[src/rtl/inst_loader.sv]
// inst_loader: byte-stream boot loader (byte_data/valid/ready in) writing imem_we/addr/wdata, holding the core via cpu_hold until load_done, flagging load_error
module inst_loader #(
  parameter logic [31:0] ADDR_BASE = 32'h0000_0000,
  parameter int MAX_WORDS = 256
) (
  input  logic        clk,
  input  logic        reset,
  input  logic [7:0]  byte_data,
  input  logic        byte_valid,
  output logic        byte_ready,
  output logic        imem_we,
  output logic [31:0] imem_addr,
  output logic [31:0] imem_wdata,
  output logic        cpu_hold,
  output logic        load_done,
  output logic        load_error,
  output logic [15:0] words_loaded
);
  typedef enum logic [2:0] {CNT_LO, CNT_HI, DATA, CHECK, DONE, ERROR} state_t;
  state_t state, nxt;
  logic [15:0] count;
  logic [1:0] idx;
  logic [7:0] csum;
  logic [23:0] word;
  logic acc;
  assign acc = byte_valid && byte_ready;
  always_comb begin
    nxt = state;
    if (acc)
      case (state)
        CNT_LO: nxt = CNT_HI;
        CNT_HI: nxt = 32'({byte_data, count[7:0]}) > MAX_WORDS ? ERROR :
                      {byte_data, count[7:0]} == 16'd0 ? CHECK : DATA;
        DATA: nxt = idx == 2'd3 && words_loaded + 16'd1 == count ? CHECK : DATA;
        CHECK: nxt = byte_data == csum ? DONE : ERROR;
        default: nxt = state;
      endcase
  end
  always_ff @(posedge clk) state <= reset ? CNT_LO : nxt;
  always_ff @(posedge clk) begin
    if (reset) begin
      count <= '0;
      idx <= '0;
      csum <= '0;
      word <= '0;
      imem_we <= 1'b0;
      imem_addr <= ADDR_BASE;
      imem_wdata <= '0;
      words_loaded <= '0;
      byte_ready <= 1'b1;
      cpu_hold <= 1'b1;
      load_done <= 1'b0;
      load_error <= 1'b0;
    end else begin
      imem_we <= acc && state == DATA && idx == 2'd3;
      byte_ready <= nxt != DONE && nxt != ERROR;
      cpu_hold <= nxt != DONE;
      load_done <= nxt == DONE;
      load_error <= nxt == ERROR;
      if (imem_we) begin
        imem_addr <= imem_addr + 32'd4;
        words_loaded <= words_loaded + 16'd1;
      end
      if (acc) begin
        csum <= csum ^ byte_data;
        if (state == CNT_LO) count[7:0] <= byte_data;
        if (state == CNT_HI) count[15:8] <= byte_data;
        if (state == DATA) begin
          idx <= idx + 2'd1;
          word <= {byte_data, word[23:8]};
          if (idx == 2'd3) imem_wdata <= {byte_data, word};
        end
      end
    end
  end
endmodule

[config.mk]
export PLATFORM = sky130hd
export DESIGN_NAME = inst_loader
export DESIGN_NICKNAME = d
export VERILOG_FILES = /design/src/rtl/inst_loader.sv
export SDC_FILE = /design/constraint.sdc
export NUM_CORES = 1
export LEC_CHECK = 0
export ABC_AREA = 0
export CAP_MARGIN = 20
export CELL_PAD_IN_SITES_DETAIL_PLACEMENT = 1
export CELL_PAD_IN_SITES_GLOBAL_PLACEMENT = 1
export CORE_MARGIN = 5
export CORE_UTILIZATION = 43
export DETAILED_ROUTE_END_ITERATION = 7
export GPL_TIMING_DRIVEN = 0
export PLACE_DENSITY_LB_ADDON = 0.3
export REMOVE_ABC_BUFFERS = 1
export SLEW_MARGIN = 25
export SYNTH_ARGS = -nofsm -noshare
export SYNTH_HDL_FRONTEND = slang
export SYNTH_SLANG_ARGS = --single-unit
[constraint.sdc]
create_clock -name clk -period 5.8 [get_ports clk]
set_input_delay 1.45 -clock clk [delete_from_list [all_inputs] [get_ports clk]]
set_output_delay 1.45 -clock clk [all_outputs]
set_load 0.1 [all_outputs]
======== Word level (Yosys, flattened, before mapping) ========
Index checks and enable logic that the tools add are counted.
word-level totals
  register bits after elaboration ......... 138
  bits of input ports ..................... 11
  output and inout bits ................... 85
  word-level logic and storage cells ...... 46
operators by class
  add/subtract/negate cells ............... 3
  order comparisons ....................... 1
  equality and inequality tests ........... 10
  muxes and demuxes ....................... 6
  bitwise operators ....................... 1
  reductions and logical operators ........ 11
operator list
  cell                     number
  $add A32 B3 Y32 const B  1
  $add A16 B1 Y16 const B  1
  $eq A16 B16 Y1           1
  $gt A16 B9 Y1 const B    1
  $logic_not A16 Y1        1
  $pmux W3 S4              1
  $eq A8 B8 Y1             1
  $xor A8 B8 Y8            1
  $eq A3 B2 Y1 const B     2
  $eq A3 B3 Y1 const B     2
  $mux W3                  2
  $ne A3 B3 Y1 const B     2
  $reduce_and A2 Y1        3
  $logic_and A1 B1 Y1      5
  $eq A3 B1 Y1 const B     1
  $logic_not A3 Y1         1
  $mux W1                  3
  $reduce_and A3 Y1        1
  $add A2 B1 Y2 const B    1
  $eq A2 B2 Y1 const B     1

======== Longest topological paths before layout ========
Gate-level depths: netlist of the first run.
  depth in word-level cells ............... 8
  mapped depth ............................ 8
  mapped depth without buffers ............ 7

======== Worst setup path before layout of the first run ========
No wires, ideal clock.
  kind .................................... reg-to-reg
  start point ............................. register imem_addr[7]
  end point ............................... register imem_addr[23]
  data arrival time ....................... 2.712 ns
  setup slack ............................. 3.017 ns
  stages on the path, launching flop included .. 7
  path buffers ............................ 1
  period minus slack after synthesis ...... 2.783 ns
  cells stage by stage .................... dfxtp_1 -> and4_1 -> nand4_2 -> or4_4 -> buf_6 -> or3_1 -> a21oi_1
between the ends
  longest elaborated chain between the ends .. 1
RTL lines
  element                 RTL line  source
  from (decl)             12        output logic [31:0] imem_addr,
  from (signal assigned)  61        imem_addr <= imem_addr + 32'd4;
  $add A32 B3 Y32         61
Every way passes these cells.
A chain may end at the register's enable or synchronous reset.

======== Worst setup path in the final report of the first run ========
  start point ............................. register imem_we
  end point ............................... output port imem_we
RTL lines
  element                 RTL line  source
  from (decl)             11        output logic imem_we,
  from (signal assigned)  46        imem_we <= 1'b0;
  from (signal assigned)  55        imem_we <= acc && state == DATA && idx == 2'd3;
No word-level cell between the ends.

==> results of run 1 <==
==> per-stage QoR <==
stage / std cells / utilization [%]
final: 961 / 55.89
after global routing: 961 / 55.89
after CTS: 961 / 55.76
after detailed placement: 929 / 51.12
after global placement: 928 / 50.89
after floorplan: 659 / -
==> logic make-up (layout without fill, tap and decap cells) <==
kind of cell	Yosys count	in the layout	share of synthesized area, %
AO/OA/AOI/OAI	95	95	8.549
multiplexers	10	10	1.697
XOR/XNOR	80	80	11.88
flip-flops	136	136	46.16
adder cells (fa/ha/maj)	4	4	0.8486
AND/OR/NAND/NOR	326	326	26.01
other	1	2	0.06358
buffers and inverters	59	132	4.794
==> report_power, final <==
| group | switching [mW] | internal [mW] | total [mW] |
|---|---|---|---|
| registers | 0.0169 | 0.950 | 0.967 |
| clock network | 0.406 | 0.729 | 1.13 |
| logic | 0.0799 | 0.0430 | 0.123 |
==> path summary, 6_finish.rpt <==
path	endpoint	slack [ns]
setup / recovery	imem_we	2.02
hold / removal	imem_wdata[10]	0.45
setup reg to reg	imem_wdata[31]	3.18
hold reg to reg	imem_wdata[10]	0.45
==> flip-flops by register name (all words and copies together), names as in the netlist <==
| name | count |
|---|---|
| byte_ready | 1 |
| count | 16 |
| cpu_hold | 1 |
| csum | 8 |
| idx | 2 |
| imem_addr | 30 |
| imem_wdata | 32 |
| imem_we | 1 |
| load_done | 1 |
| load_error | 1 |
| state | 3 |
| word | 24 |
| words_loaded | 16 |
==> cell type report <==
cell class                 instances  area share, %
multi-input combinational        517          39.08
clock buffer                      20          5.988
timing repair buffer              94          12.86
sequential                       136          36.50
clock inverter                    12          2.315
inverter                           6         0.3019
tap                              176          2.952
==> cells in the final DEF (no fill, tap or decap), drive strengths merged, types with 5 or more instances in the layout <==
cell type	synthesis	routed
a21oi	76	76
and3	7	7
clkbuf	40	20
clkdlybuf4s50	0	92
clkinv	0	5
dfxtp	136	136
inv	6	7
mux2i	10	10
nand2	152	152
nand3	28	28
nand4	17	17
nor2	74	74
nor3	9	9
nor4	13	13
o21ai	9	9
or3	9	9
xnor2	40	40
xor2	40	40
==> cell usage after synthesis (10+ instances only) <==
master	instances	area (sq um)
sky130_fd_sc_hd__xnor2_1	40	350.3
sky130_fd_sc_hd__dfxtp_1	136	2723
sky130_fd_sc_hd__nand4_1	14	87.58
sky130_fd_sc_hd__clkbuf_1	36	135.1
sky130_fd_sc_hd__mux2i_1	10	100.1
sky130_fd_sc_hd__nand3_1	27	135.1
sky130_fd_sc_hd__xor2_1	40	350.3
sky130_fd_sc_hd__nor2_1	74	277.8
sky130_fd_sc_hd__a21oi_1	76	380.4
sky130_fd_sc_hd__nand2_1	152	570.6
==> metal layers <==
layer	global-route usage, %	up-vias
met5	0	-
met4	9.085	0
met3	4.215	34
met2	35.34	119
li1	-	2478
met1	24.07	2498
==> impl_metrics.yaml, run 1 <==
floorplanning:
  die_footprint_sq_um: 16160
  chipHeight_microns: 127.1
  start_util_pct: 44.19
  ios: 96
  floorplan.core_area_sq_um: 13350
  fp-row-count: 42
  dieWidth_microns: 127.1
worst_hold_path:
  hold_crit_path_type: "flip-flop to flip-flop"
  hold_start: "imem_wdata[10]"
  min_delay_path_depth: 2
clock_tree:
  cts_buffers: 17
  number_of_clock_sinks: 136
  clock_input_transition_at_the_sequential_cells_of_the_worst_setup_and_hold_paths_ns: 0.06
  cts-root-buf: "sky130_fd_sc_hd__clkbuf_16"
  postCtsSetupBuffers: 0
  cts_hold_buf: 0
  clk-insertion-delay-late_ns: 0.42
  post_cts.resized_instances: 0
  clock_tree_from_tritoncts: "built"
  clock_path_buffers: 2
  htree_num_levels: 4
detailed_routing:
  topRoutingLayerUsed: "met4"
  route.vias.total: 5129
  wl_met3_microns: 646
  drc: 0
  route.detailed.wl_per_inst_microns: 16.57
  antenna_violating_nets_post_route: 0
  route.met2.wl_microns: 8093
  detailedRoute.firstPassIterationCount: 4
  post_drt_via_cell_ratio: 5.337
  drt-initial-drc-count: 276
  route.layer.met1.wl_microns: 6787
  wl_microns: 15920
timing:
  hold_viol_final: 0
  timing.final.crit_share_pct: 65.25
  fin_worst_hold_slack_ns: 0.4528
  finalCriticalPeriod_ns: 3.784
  timing.slew.headroom_pct: 33.06
  fmaxAchievable_mhz: 264.3
  finalSetupTns_ns: 0
  finalSetupViolCount: 0
  setup_repair_after_global_routing_missed_its_margin: "no"
  fin_ws_ns: 2.016
  tightestPinTransition_ns: 1.001
  fin_skew_ns: 0.005324
  final_max_slew_viol_count: 0
synth:
  gate_count_of_the_mapped_netlist: 711
  post_synth.cell_area_avg_sq_um: 8.296
  post_synth_num_cell_types: 48
  mappedNetlistArea_sq_um: 5898
  synth-main-ff-cell: "sky130_fd_sc_hd__dfxtp_1"
  seq_area_frac_synth_pct: 46.16
  synth_async_sr_flop_share_pct: 0
  synth_enable_flop_cells: 0
  yosys_register_bits: 136
  yosys_warnings: 0
critical_path:
  crit_path_cell_trace: "clkdlybuf4s50_1"
  timing.critical_path.required_ns: 4.35
  cp_top_family: "buffers and inverters"
  r2r_start: "state[0]"
  setup.worst_path.class: "flip-flop to output port"
  crit_arrival_ns: 2.33
  critical_path_buf_inv_count: 1
  critPathLaunch: "imem_we"
  setup.worst_path.end_class: "output port"
  path_max_fanout: 13
  crit_path_max_incr_delay_ns: 1.24
  number_of_cells_on_the_critical_path: 1
  critical_path.startpoint_type: "flip-flop"
  r2r.worst_path.cells: 5
  critical-path-slowest-cell: "sky130_fd_sc_hd__clkdlybuf4s50_1"
final_layout:
  final_area_sq_um: 7460
  fill_cells: 1570
  nets: 787
  syn2layout_area_growth_pct: 26.47
  n_antenna_cell: 0
  fraction_of_layout_cells_with_a_size_suffix_above_1_pct: 5.732
  multi_input_area_sq_um: 2915
  sequential_cell_area_sq_um: 2723
global_routing:
  grt_remaining_overflow: 0
  grt_util_all_layers_pct: 20.29
  first_global_vias: 5425
  maximum_number_of_pins_on_one_net_before_global_route_repair: 75
  grt_pass1_wl_microns: 26750
  grt_antenna_before_repair: 0
place:
  detailedPlace.worstSlack_ns: 1.017
  dpl-instance-area_sq_um: 6823
  dp_hpwl_microns: 10420
  buffer_ports.inserted: 93
  routability_congestion_estimate: 0.8412
job:
  max_cap_violations: 0
status:
  run_status: "finished, final reports clean"
power:
  p_leak_nw: 2.562
  pwr_total_mw: 2.224
  max-vdd-ir-drop_v: 0.0001939
  powerDensity_nw_per_um2: 298.2
No activity file was read; power rests on OpenSTA's default activity.
==> run 2, diff against run 1 <==
- CORE_UTILIZATION: 43 -> 40
- clock period: 5.8 -> 3.5 ns (I/O delays scaled with it)
==> run 2 against run 1 <==
Sequential share of layout area grew 0.080 points. Clock power grew 60%. Clock skew grew 0.00073 ns. Non-clock buffer count is the same. Critical path type unchanged. Die area grew 6.9%. Setup slack lost 1.7 ns. Via count shrank 1.5%. Critical endpoint unchanged. Critical path depth is the same. Power grew 62%. Final area shrank 0.22%. Flip-flop and latch count is the same. Highest routed layer unchanged.
==> impl_metrics.yaml, run 2 (same netlist as run 1, synthesis figures left out) <==
global_routing:
  grt_remaining_overflow: 0
  grt_pass1_wl_microns: 26180
  grt_antenna_before_repair: 0
  first_global_vias: 5339
  maximum_number_of_pins_on_one_net_before_global_route_repair: 84
  grt_util_all_layers_pct: 17.98
critical_path:
  setup.worst_path.end_class: "output port"
  timing.critical_path.required_ns: 2.62
  number_of_cells_on_the_critical_path: 1
  rrSetupSlack_ns: 0.93
  critical-path-slowest-cell: "sky130_fd_sc_hd__clkdlybuf4s50_1"
  setup.worst_path.class: "flip-flop to output port"
  crit_arrival_ns: 2.32
  crit_path_max_incr_delay_ns: 1.24
  critical_path.startpoint_type: "flip-flop"
  cp_top_family: "buffers and inverters"
  critical_path_buf_inv_count: 1
  path_max_fanout: 13
  crit_path_cell_trace: "clkdlybuf4s50_1"
  r2r.worst_path.cells: 5
power:
  max-vdd-ir-drop_v: 0.0003246
  p_leak_nw: 2.550
  pwr_total_mw: 3.613
  powerDensity_nw_per_um2: 485.3
place:
  detailedPlace.worstSlack_ns: -0.3036
  buffer_ports.inserted: 93
  placedCellCount: 937
  dp_hpwl_microns: 10580
  routability_congestion_estimate: 0.7948
clock_tree:
  clk-insertion-delay-late_ns: 0.42
  clock_path_buffers: 2
  clock_tree_from_tritoncts: "built"
  cts_hold_buf: 0
  post_cts.resized_instances: 0
  number_of_clock_sinks: 136
  cts-root-buf: "sky130_fd_sc_hd__clkbuf_16"
  htree_num_levels: 4
  cts_buffers: 17
  clock_input_transition_at_the_sequential_cells_of_the_worst_setup_and_hold_paths_ns: 0.06
  postCtsSetupBuffers: 0
final_layout:
  sequential_cell_area_sq_um: 2723
  number_of_flip_flops_under_the_largest_register_name: 32
  nets: 787
  n_antenna_cell: 0
  fill_cells: 1700
  syn2layout_area_growth_pct: 26.20
  fraction_of_layout_cells_with_a_size_suffix_above_1_pct: 5.478
  layout.cells.most_common: "sky130_fd_sc_hd__nand2_1"
  multi_input_area_sq_um: 2910
  layout.core_utilization_pct: 51.41
  most_used_cells_in_the_layout_excluding_fill_and_tap_cells: "151 x sky130_fd_sc_hd__nand2_1, 136 x sky130_fd_sc_hd__dfxtp_1, 92 x sky130_fd_sc_hd__clkdlybuf4s50_1, 76 x sky130_fd_sc_hd__a21oi_1, 74 x sky130_fd_sc_hd__nor2_1"
  layout.cells.non_filler: 969
  largest_registers: "imem_wdata: 32 flops, imem_addr: 30 flops, word: 24 flops"
  largest-register: "imem_wdata"
detailed_routing:
  drc: 0
  drt-initial-drc-count: 240
  wl_microns: 15490
  route.vias.total: 5054
  post_drt_via_cell_ratio: 5.216
  detailedRoute.firstPassIterationCount: 4
  antenna_violating_nets_post_route: 0
  route.detailed.wl_per_inst_microns: 15.99
floorplanning:
  start_util_pct: 40.74
  fp-row-count: 44
  ios: 96
  floorplan.core_area_sq_um: 14480
  dieWidth_microns: 131.4
  chipHeight_microns: 131.4
  die_footprint_sq_um: 17270
timing:
  fin_ws_ns: 0.3078
  finalCriticalPeriod_ns: 3.192
  fin_worst_hold_slack_ns: 0.4543
  timing.slew.headroom_pct: 32.79
  timing.final.crit_share_pct: 91.21
  hold_viol_final: 0
  tightestPinTransition_ns: 1.005
  fmaxAchievable_mhz: 313.3
  finalSetupViolCount: 0
  setup_repair_after_global_routing_missed_its_margin: "no"
  final_max_slew_viol_count: 0
  fin_skew_ns: 0.006052
worst_hold_path:
  hold_crit_path_type: "flip-flop to flip-flop"
  min_delay_path_depth: 2
status:
  run_status: "finished, final reports clean"
job:
  max_cap_violations: 0
[run 2: cell count changes in the layout (fill, tap and decap cells not counted), sizes merged]
| cell | change |
|---|---|
| bufinv | -1 |
| clkbuf | +1 |
| clkinvlp | -1 |
| clkinv | +1 |
[run 2: stage by stage]
step,cell area (sq um),setup TNS (ns)
after floorplan,5642,0
after global placement,6803,-209.62
after detailed placement,6844,-8.722
after CTS,7442,0
after global routing,7443,0
final,7443,0
[run 2: layer usage]
metal	global-route usage (%)	vias up	wire, microns
li1	-	2479	-
met1	21.58	2466	6785
met2	30.90	87	7846
met3	4.587	22	569
met4	6.857	0	291
met5	0	-	0
[run 2: area by class of cell]
| type | instances | area share (%) |
|---|---|---|
| multi-input cells | 517 | 39.10 |
| repair buffers | 94 | 12.89 |
| inverters | 6 | 0.3026 |
| clock buffers | 21 | 6.051 |
| well taps | 184 | 3.093 |
| flip-flops and latches | 136 | 36.58 |
| clock inverters | 11 | 1.984 |
[run 2: where the power goes]
group	leakage (nW)	switching [mW]	total (mW)	internal, mW
clock	0.291	0.670	1.81	1.14
combinational	1.16	0.130	0.201	0.0710
sequential	1.10	0.0269	1.60	1.57
[run 2: final timing paths]
kind | endpoint | from
hold reg to reg | imem_wdata[20] | imem_wdata[20]
hold / removal | imem_wdata[20] | imem_wdata[20]
setup reg to reg | imem_wdata[14] | state[0]
setup / recovery | imem_we | imem_we
==> run 3, diff against run 2 <==
--- a/config.mk
+++ b/config.mk
@@ -15,5 +15,4 @@
 export GPL_TIMING_DRIVEN = 0
 export PLACE_DENSITY_LB_ADDON = 0.3
-export REMOVE_ABC_BUFFERS = 1
 export SLEW_MARGIN = 25
 export SYNTH_ARGS = -nofsm -noshare
==> constraint.sdc (replaced) <==
create_clock -name clk -period 3.5 [get_ports clk]
set_input_delay 0.875 -clock clk [delete_from_list [all_inputs] [get_ports clk]]
set_output_delay 0.875 -clock clk [all_outputs]
set_load 0.01 [all_outputs]
==> run 3 against run 2 <==
Sequential power about the same. Register-to-register slack got worse by 0.08 ns. Via count up 3.4%. Flip-flop and latch count stayed put.
==> impl_metrics.yaml, run 3 (same netlist as run 1, synthesis figures left out) <==
timing:
  timing.slew.headroom_pct: 30.53
  finalSetupTns_ns: 0
  fmaxAchievable_mhz: 364.8
  fin_skew_ns: 0.005466
  fin_worst_hold_slack_ns: 0.4537
  tightestPinTransition_ns: 1.034
  hold_viol_final: 0
  finalSetupViolCount: 0
  timing.final.crit_share_pct: 78.33
  finalCriticalPeriod_ns: 2.741
  final_max_slew_viol_count: 0
  setup_repair_after_global_routing_missed_its_margin: "no"
critical_path:
  setup.worst_path.end_class: "flip-flop"
  setup.worst_path.class: "input port to flip-flop"
  crit_arrival_ns: 3.03
  critPathLaunch: "byte_valid"
  r2r_start: "state[1]"
  path_max_fanout: 10
  rrSetupSlack_ns: 0.85
  timing.critical_path.required_ns: 3.78
  r2r_end: "imem_wdata[23]"
  critical-path-slowest-cell: "sky130_fd_sc_hd__nor3_1"
  crit_path_max_incr_delay_ns: 0.81
  r2r.worst_path.cells: 8
  crit_path_cell_trace: "clkdlybuf4s50_1 -> nand2_1 -> nor3_1 -> o22ai_1 -> nor2b_1"
  critical_path.startpoint_type: "input port"
floorplanning:
  chipHeight_microns: 131.4
  ios: 96
  fp-row-count: 44
  floorplan.core_area_sq_um: 14480
  start_util_pct: 40.74
  dieWidth_microns: 131.4
  die_footprint_sq_um: 17270
clock_tree:
  number_of_clock_sinks: 136
  post_cts.resized_instances: 0
  postCtsSetupBuffers: 0
  htree_num_levels: 4
  clk-insertion-delay-late_ns: 0.42
  clock_tree_from_tritoncts: "built"
  cts-root-buf: "sky130_fd_sc_hd__clkbuf_16"
  cts_hold_buf: 0
  clock_path_buffers: 2
  cts_buffers: 17
  clock_input_transition_at_the_sequential_cells_of_the_worst_setup_and_hold_paths_ns: 0.06
place:
  buffer_ports.inserted: 84
  routability_congestion_estimate: 0.9008
  dp_hpwl_microns: 12410
  dpl-instance-area_sq_um: 6973
worst_hold_path:
  min_delay_path_depth: 2
  hold_start: "imem_wdata[18]"
  hold-path-endpoint: "imem_wdata[18]"
  hold_crit_path_type: "flip-flop to flip-flop"
global_routing:
  grt_remaining_overflow: 0
  grtUsageMet3_pct: 4.740
  grtUsageMet2_pct: 34.17
  top_usage_layer: "met2"
  grt_antenna_before_repair: 0
  first_global_vias: 5709
  grt_pass1_wl_microns: 28320
  maximum_number_of_pins_on_one_net_before_global_route_repair: 17
  grt_util_all_layers_pct: 19.74
  gr-usage-met1_pct: 24.18
final_layout:
  most_used_cells_in_the_layout_excluding_fill_and_tap_cells: "152 x sky130_fd_sc_hd__nand2_1, 136 x sky130_fd_sc_hd__dfxtp_1, 84 x sky130_fd_sc_hd__clkdlybuf4s50_1, 76 x sky130_fd_sc_hd__a21oi_1, 74 x sky130_fd_sc_hd__nor2_1"
  layout.cells.most_common: "sky130_fd_sc_hd__nand2_1"
  syn2layout_area_growth_pct: 28.47
  final_area_sq_um: 7577
  largest_registers: "imem_wdata: 32 flops, imem_addr: 30 flops, word: 24 flops"
  nets: 830
  fraction_of_layout_cells_with_a_size_suffix_above_1_pct: 6.068
  n_antenna_cell: 0
  largest-register: "imem_wdata"
  layout.core_utilization_pct: 52.33
  number_of_flip_flops_under_the_largest_register_name: 32
power:
  powerDensity_nw_per_um2: 478.9
  p_leak_nw: 2.612
  max-vdd-ir-drop_v: 0.0002965
status:
  run_status: "finished, final reports clean"
detailed_routing:
  post_drt_via_cell_ratio: 5.187
  drc: 0
  route.detailed.wl_per_inst_microns: 16.95
  drt-initial-drc-count: 284
  wl_microns: 17080
  detailedRoute.firstPassIterationCount: 4
  antenna_violating_nets_post_route: 0
  route.vias.total: 5228
job:
  max_cap_violations: 0
-- run 3: cell type report --
class	instances	area, sq um
well taps	184	230.2
flip-flops and latches	136	2723
fillers	1733	6902
plain buffers	53	260.3
clock buffers	19	442.9
inverters	6	22.52
repair buffers	84	840.8
clock inverters	9	152.6
multi-input cells	517	2905
-- run 3: worst max path at each step --
stage,endpoint,slack (ns)
floorplan,load_done,1.38
global placement,load_done,0.51
detailed placement,load_done,0.39
CTS,load_done,0.85
global route,load_done,0.61
finish,load_done,0.76
-- run 3: layer usage --
layer	vias up	wire (microns)
li1	2557	-
met1	2539	7656
met5	-	0
met3	17	774
met4	0	205
met2	115	8446
-- run 3: critical path, delay by kind of cell --
kind	cells	cell delay, ns
buffers and inverters	1	0.50
AO/OA/AOI/OAI	1	0.44
AND/OR/NAND/NOR	3	1.21
-- run 3: power by group --
part / internal [mW] / switching (mW)
sequential: 1.57 / 0.0239
combinational: 0.0682 / 0.116
clock: 1.19 / 0.657
total: 2.83 / 0.796
-- run 3: per-stage QoR --
stage,std cells,total power [mW],setup slack (ns)
after floorplan,712,1.755,1.383
after global placement,980,1.802,0.5054
after detailed placement,980,1.811,0.3899
after CTS,1008,3.643,0.8457
after global routing,1008,3.733,0.6100
final,1008,3.629,0.7586
